`src/rtl/uart_mmio_bridge.sv`:
```
// Memory-mapped UART peripheral: bus stores feed a TX FIFO drained to an AXI-stream master,
// and an RX FIFO fills from an AXI-stream slave. Optional interrupt logic: UART_MMIO_IRQ_EN.
module uart_mmio_bridge #(
  parameter int unsigned DEPTH = 8,
  parameter int unsigned AW    = 4
) (
  input  logic          clk,
  input  logic          reset,
  input  logic [AW-1:0] bus_addr,
  input  logic [31:0]   bus_wdata,
  input  logic          bus_we,
  input  logic          bus_re,
  output logic [31:0]   bus_rdata,
  output logic [7:0]    m_tdata,
  output logic          m_tvalid,
  input  logic          m_tready,
  input  logic [7:0]    s_tdata,
  input  logic          s_tvalid,
  output logic          s_tready,
  output logic          irq
);

  localparam int unsigned PW = $clog2(DEPTH);
  localparam int unsigned CW = PW + 1;

  localparam logic [1:0] RegData   = 2'd0;
  localparam logic [1:0] RegStatus = 2'd1;
  localparam logic [1:0] RegCtrl   = 2'd2;

  logic [7:0]    tx_mem_q [DEPTH];
  logic [PW-1:0] tx_wptr_q, tx_rptr_q;
  logic [CW-1:0] tx_cnt_q;
  logic [7:0]    rx_mem_q [DEPTH];
  logic [PW-1:0] rx_wptr_q, rx_rptr_q;
  logic [CW-1:0] rx_cnt_q;
  logic          tx_drop_q, rx_ovr_q;
  logic [31:0]   rdata_q, rdata_d;
  logic [31:0]   ctrl_rd;

  logic [1:0] reg_sel;
  logic       tx_full, tx_empty, rx_full, rx_avail;
  logic       data_wr, data_rd, status_rd;
  logic       tx_push, tx_pop, rx_push, rx_pop;
  logic       tx_drop_evt, rx_ovr_evt;

  assign reg_sel   = bus_addr[3:2];
  assign tx_full   = (tx_cnt_q == CW'(DEPTH));
  assign tx_empty  = (tx_cnt_q == '0);
  assign rx_full   = (rx_cnt_q == CW'(DEPTH));
  assign rx_avail  = (rx_cnt_q != '0);

  assign data_wr   = bus_we && (reg_sel == RegData);
  assign data_rd   = bus_re && (reg_sel == RegData);
  assign status_rd = bus_re && (reg_sel == RegStatus);

  // A full FIFO still accepts when it is popped in the same cycle.
  assign tx_pop      = m_tvalid && m_tready;
  assign tx_push     = data_wr && (!tx_full || tx_pop);
  assign tx_drop_evt = data_wr && !tx_push;
  assign rx_pop      = data_rd && rx_avail;
  assign rx_push     = s_tvalid && (!rx_full || rx_pop);
  assign rx_ovr_evt  = s_tvalid && !rx_push;

  assign m_tvalid  = !tx_empty;
  assign m_tdata   = tx_mem_q[tx_rptr_q];
  assign s_tready  = 1'b1;
  assign bus_rdata = rdata_q;

  logic unused_bits;
  assign unused_bits = ^{bus_addr, bus_wdata};

  always_comb begin
    rdata_d = rdata_q;
    if (bus_re) begin
      case (reg_sel)
        RegData:   rdata_d = rx_avail ? {24'b0, rx_mem_q[rx_rptr_q]} : 32'b0;
        RegStatus: rdata_d = {26'b0, rx_ovr_q, tx_drop_q, rx_full, rx_avail, tx_empty, tx_full};
        RegCtrl:   rdata_d = ctrl_rd;
        default:   rdata_d = 32'b0;
      endcase
    end
  end

  always_ff @(posedge clk or posedge reset) begin
    if (reset) begin
      for (int i = 0; i < int'(DEPTH); i++) begin
        tx_mem_q[i] <= '0;
        rx_mem_q[i] <= '0;
      end
      tx_wptr_q <= '0;
      tx_rptr_q <= '0;
      tx_cnt_q  <= '0;
      rx_wptr_q <= '0;
      rx_rptr_q <= '0;
      rx_cnt_q  <= '0;
      tx_drop_q <= 1'b0;
      rx_ovr_q  <= 1'b0;
      rdata_q   <= '0;
    end else begin
      if (tx_push) begin
        tx_mem_q[tx_wptr_q] <= bus_wdata[7:0];
        tx_wptr_q           <= tx_wptr_q + PW'(1);
      end
      if (tx_pop) tx_rptr_q <= tx_rptr_q + PW'(1);
      tx_cnt_q <= tx_cnt_q + CW'(tx_push) - CW'(tx_pop);

      if (rx_push) begin
        rx_mem_q[rx_wptr_q] <= s_tdata;
        rx_wptr_q           <= rx_wptr_q + PW'(1);
      end
      if (rx_pop) rx_rptr_q <= rx_rptr_q + PW'(1);
      rx_cnt_q <= rx_cnt_q + CW'(rx_push) - CW'(rx_pop);

      // A fresh event in the clearing cycle keeps the sticky bit set.
      tx_drop_q <= tx_drop_evt || (tx_drop_q && !status_rd);
      rx_ovr_q  <= rx_ovr_evt || (rx_ovr_q && !status_rd);
      rdata_q   <= rdata_d;
    end
  end

`ifdef UART_MMIO_IRQ_EN
  logic [1:0] ctrl_q;
  logic       irq_q;

  always_ff @(posedge clk or posedge reset) begin
    if (reset) begin
      ctrl_q <= '0;
      irq_q  <= 1'b0;
    end else begin
      if (bus_we && (reg_sel == RegCtrl)) ctrl_q <= bus_wdata[1:0];
      irq_q <= (ctrl_q[0] & rx_avail) | (ctrl_q[1] & tx_empty) | rx_ovr_q;
    end
  end

  assign ctrl_rd = {30'b0, ctrl_q};
  assign irq     = irq_q;
`else
  assign ctrl_rd = '0;
  assign irq     = 1'b0;
`endif

endmodule

```
`config.mk`:
```
export PLATFORM = sky130hd
export DESIGN_NAME = uart_mmio_bridge
export DESIGN_NICKNAME = d
export VERILOG_FILES = /design/src/rtl/uart_mmio_bridge.sv
export SDC_FILE = /design/constraint.sdc
export NUM_CORES = 1
export LEC_CHECK = 0
export BUFFER_PORTS_ARGS = -buffer_cell sky130_fd_sc_hd__buf_2
export CORE_UTILIZATION = 58
export DETAILED_ROUTE_END_ITERATION = 6
export GPL_TIMING_DRIVEN = 1
export PLACE_DENSITY = 0.81
export SLEW_MARGIN = 0
export SYNTH_ARGS = -nofsm -noshare
export SYNTH_HDL_FRONTEND = slang
export SYNTH_SLANG_ARGS = --single-unit
```
`constraint.sdc`:
```
create_clock -name clk -period 5.05 [get_ports clk]
set_input_delay 0 -clock clk [delete_from_list [all_inputs] [get_ports clk]]
set_output_delay 0 -clock clk [all_outputs]
set_load 0.02 [all_outputs]
```
Word-level counts from Yosys, hierarchy flattened. Index checks and enable logic that the tools add are counted.

Input bits: 50. Register bits after elaboration: 182. Output and inout bits: 43. Logic and storage cells: 86.

Bitwise operators: 4. Order comparisons: 6. Reductions and logical operators: 26. Eq/ne operators: 3. Add/sub/neg operators: 8. Mux-type cells: 14.

Operator list (count): 64-bit bitwise mux (2); 8-bit two-way mux (7); 8-bit binary-select mux with 3-bit select (2); 8-bit demux with 3-bit select (2); 4-bit greater-or-equal comparator (second input constant) (4); 3-bit NOT with 4-bit output (4); 8-bit one-hot mux with 2 select lines (1); 1-bit logical AND (13); 3-bit by 1-bit adder with 3-bit output (second input constant) (4); 4-bit by 1-bit adder with 4-bit output (2); 4-bit == test (second input constant) (2); 4-bit by 1-bit < comparator with 1-bit output (second input constant) (2); 4-bit by 1-bit subtractor with 4-bit output (2); 1-bit zero test (6); 4-bit zero test (1); 1-bit logical OR (4); 4-bit nonzero test (1); 2-bit by 1-bit == test with 1-bit output (second input constant) (1); 2-bit zero test (1).

Depth between registers and ports, before layout.
Depth in word-level cells: 8. Depth in mapped cells: 11. Depth with buffers taken out: 11.

Worst setup path before layout. No wires, ideal clock.

Path type: register to register. Start: register rx_cnt_q[2]. End: register rx_cnt_q[2]. Setup slack: 2.311 ns. Cell stages (with the launch flop): 11. Clock period less this slack: 2.739 ns. Required time: 4.927 ns. Buffers on the path: 0. Library setup time: 0.123 ns. Arrival time: 2.616 ns. Cells stage by stage: dfrtp_1 inv_1 ha_1 nor4b_1 o21ai_0 ha_1 inv_1 ha_1 inv_1 fa_1 xnor2_1.

Cells in the longest elaborated chain, start to end: 6. Elaborated cells between the ends (all ways): 8. Classes of those cells: add/sub: 2; eq/ne: 1; reduce/logical: 5.

RTL lines: start, declared (line 35) `logic [CW-1:0] rx_cnt_q;`; start signal, assigned (line 112) `rx_cnt_q <= rx_cnt_q + CW'(rx_push) - CW'(rx_pop);`; 4-bit == test or 4-bit nonzero test (tied branches) (line 49, 50); 1-bit zero test or 1-bit logical AND (tied branches) (line 61, 60); 1-bit logical OR (line 61) `assign rx_push = s_tvalid && (!rx_full || rx_pop);`; 1-bit logical AND (line 61); 4-bit by 1-bit adder with 4-bit output (line 112); 4-bit by 1-bit subtractor with 4-bit output * (line 112).

Mark *: on every way between the ends. The rest lies on a longest branch, timed or not. A chain may end at the register's enable or synchronous reset.

Final worst setup path.
Start: register rx_cnt_q[3]. End: register rx_cnt_q[2].

The elaborated chain is that of the path after synthesis.

==> results.tsv <==
metric	value	unit
run status	finished clean	
critical path launch point type	flop	
Synth-to-Final Area Change	13.4	%
hold path cells	2	
worst hold path class	primary input to flop	
maximum vdd drop	416	uV
gpl congestion	0.792	
Synth Area in Compound Gates	0.0459	
Clock Skew	0.0101	ns
Global Route Usage Sum	0.248	
# diodes	0	
RR Startpoint	rx_cnt_q[3]	
pin count of the biggest net entering global routing	95	
total clock sinks	158	
FF/Latch Area	3950	um2
CTS tree	done	
vias in the first global route	4635	
reg-to-reg endpoint	rx_cnt_q[2]	
most common cell after layout, fill and taps aside	dfrtp_1	
1st-iter DRT viols	255	
row count	41	
CTS clk-pin slew, worst paths	0.06	ns
r2r setup slk	1.98	ns
YS warnings	0	
Mapped Area	7680	um2
Crit path arrival time	3.37	ns
TNS Setup	0	ns
non-filler cells, final	758	
Post-synth ARST share	1.00	
detailed placer's ending HPWL	9520	um
Clock Latency Late Sink	0.43	ns
Top FF cell, synth	dfrtp_1	
unrepaired setup endpoints after global routing	no	
critical path type	flop to flop	
DRC violation count after routing	0	
Max Clk Rate	326	MHz
GRT Residual Overflow	0	
die footprint	13700	um2
Seq/Total Area, Yosys	0.514	
footprint of the multi-input gates	3450	um2
CTS root buf	clkbuf_16	
Hold WS	0.0294	ns
Max-slew headroom	0.246	
Vias	4373	
Die W	117	um
fin nets	642	
Post-Synth Simple-Gate Area	0.0357	
fraction of layout cells with a size suffix above 1	0.451	
max_cap viols	0	
CTS H-tree lvls	4	
core area	12800	um2
vias per std cell	5.77	
Synth Area in XOR/XNOR	0.0137	
Adder-Cell Fraction of Synth Area	0.0313	
post-layout min period	3.07	ns
reg2reg path depth	10	
initial antenna violation count	0	
Final WS setup	1.98	ns
max-slew violations	0	
CP Max Fanout	5	
worst endpoint required time	5.36	ns
setup violators final	0	
DP Worst Slack	2.00	ns
CTS buffer count	17	
Slew @ Worst Pin	1.13	ns
post-route antenna net violation count	0	
hold endpoint	bus_rdata[7]	
die span in y	117	um
CP endpoint kind	flop	
Final Hold Vio Count	0	
# resized after CTS	0	
Post-synth EDFFs	0	
# fillers	887	
Initial Utilization	0.602	
PortBufs	40	
first-pass GRT wire length	24300	um
period utilization	0.607	
I/O pin count	93	
most frequent cells in the layout	158 x dfrtp_1, 139 x mux2_2, 40 x buf_2	
synthesized instance count	517	
Pwr per Cell Area	638	nW/um2
final wirelength	15200	um
routed length per instance	20.0	um
leakage	3.88	nW
largest family of logic cells by synthesized area	multiplexers	
post-synth cell types	44	
first drt pass iteration count	4	
placed instance area	7920	um2
mux contribution to synthesized area	0.309	
Placed Instances	705	
Hold Crit Start	bus_re	
design area	8720	um2
CTS Buffer Depth	2	
Avg Cell Area, Syn	14.9	um2
FF+latch count, synth	158	
## worst max path at each step
stage	from	end	slack, ns
2_1_floorplan	reset	bus_rdata[0]	0.79
3_3_place_gp	rx_cnt_q[2]	rx_cnt_q[2]	2.03
3_5_place_dp	rx_cnt_q[3]	rx_cnt_q[2]	2.00
4_1_cts	rx_cnt_q[3]	rx_cnt_q[2]	1.96
5_1_grt	rx_cnt_q[3]	rx_cnt_q[2]	1.69
6_report	rx_cnt_q[3]	rx_cnt_q[2]	1.98
## worst max-delay path, stage by stage, from the launching register on
cell and delay [ns]:
dfrtp_1 0.36, inv_1 0.06, ha_1 0.20, nor4b_1 0.82, o21ai_0 0.37, ha_1 0.38
inv_1 0.06, ha_1 0.15, inv_1 0.05, fa_1 0.37, xnor2_1 0.13
## cell families (layout without fill, tap and decap cells)
group,Yosys count,after routing
AOI/OAI and AO/OA,34,34
xor gates and xnor gates,12,12
DFF,158,158
and+or+nand+nor,41,41
other,2,26
adders and majority gates,18,18
buffers and inverters,72,117
muxes,180,180
## synth_stat cells (6+ instances only)
| cell | instances | area [um2] |
|---|---|---|
| buf_1 | 6 | 22.5 |
| dfrtp_1 | 158 | 3950 |
| nand3_1 | 6 | 30.0 |
| clkbuf_1 | 12 | 45.0 |
| mux2i_1 | 8 | 80.1 |
| xnor2_1 | 10 | 87.6 |
| mux2_2 | 139 | 1570 |
| buf_4 | 26 | 195 |
| ha_1 | 16 | 200 |
| mux4_2 | 32 | 721 |
| nor3b_1 | 6 | 45.0 |
| inv_1 | 23 | 86.3 |
| nand2_1 | 6 | 22.5 |
## flip-flops by register name, indices dropped and copies added (netlist names), 4 cells and up
signal	count
bus_rdata	8
rx_cnt_q	4
rx_mem_q	64
tx_cnt_q	4
tx_mem_q	64
## final cells by class
class | count | area share
clock inverter | 11 | 0.0133
timing repair buffer | 63 | 0.0491
inverter | 23 | 0.0105
sequential | 158 | 0.454
tap | 172 | 0.0247
multi-input combinational | 311 | 0.395
clock buffer | 20 | 0.0535
## through the flow
stage | power, mW | utilization
floorplan | 3.84 | -
global placement | 4.17 | 0.620
detailed placement | 4.32 | 0.620
CTS | 5.61 | 0.683
global route | 5.90 | 0.683
finish | 5.56 | 0.683
## power breakdown
part / switching (mW) / internal, mW
clock: 0.487 / 0.759
combinational: 0.758 / 1.16
sequential: 0.539 / 1.86
## per-layer routing
layer | vias up | wire length (um) | track usage
li1 | 1961 | - | -
met1 | 2300 | 6440 | 0.302
met2 | 87 | 7980 | 0.430
met3 | 25 | 453 | 0.0525
met4 | 0 | 308 | 0.105
met5 | - | 0 | 0
## what timing repair did
action,4_1_cts,5_1_grt
hold buffers,22,0
endpoints found under the hold margin,228,0
setup buffers,0,0
Power figures use the tool's default switching activity.
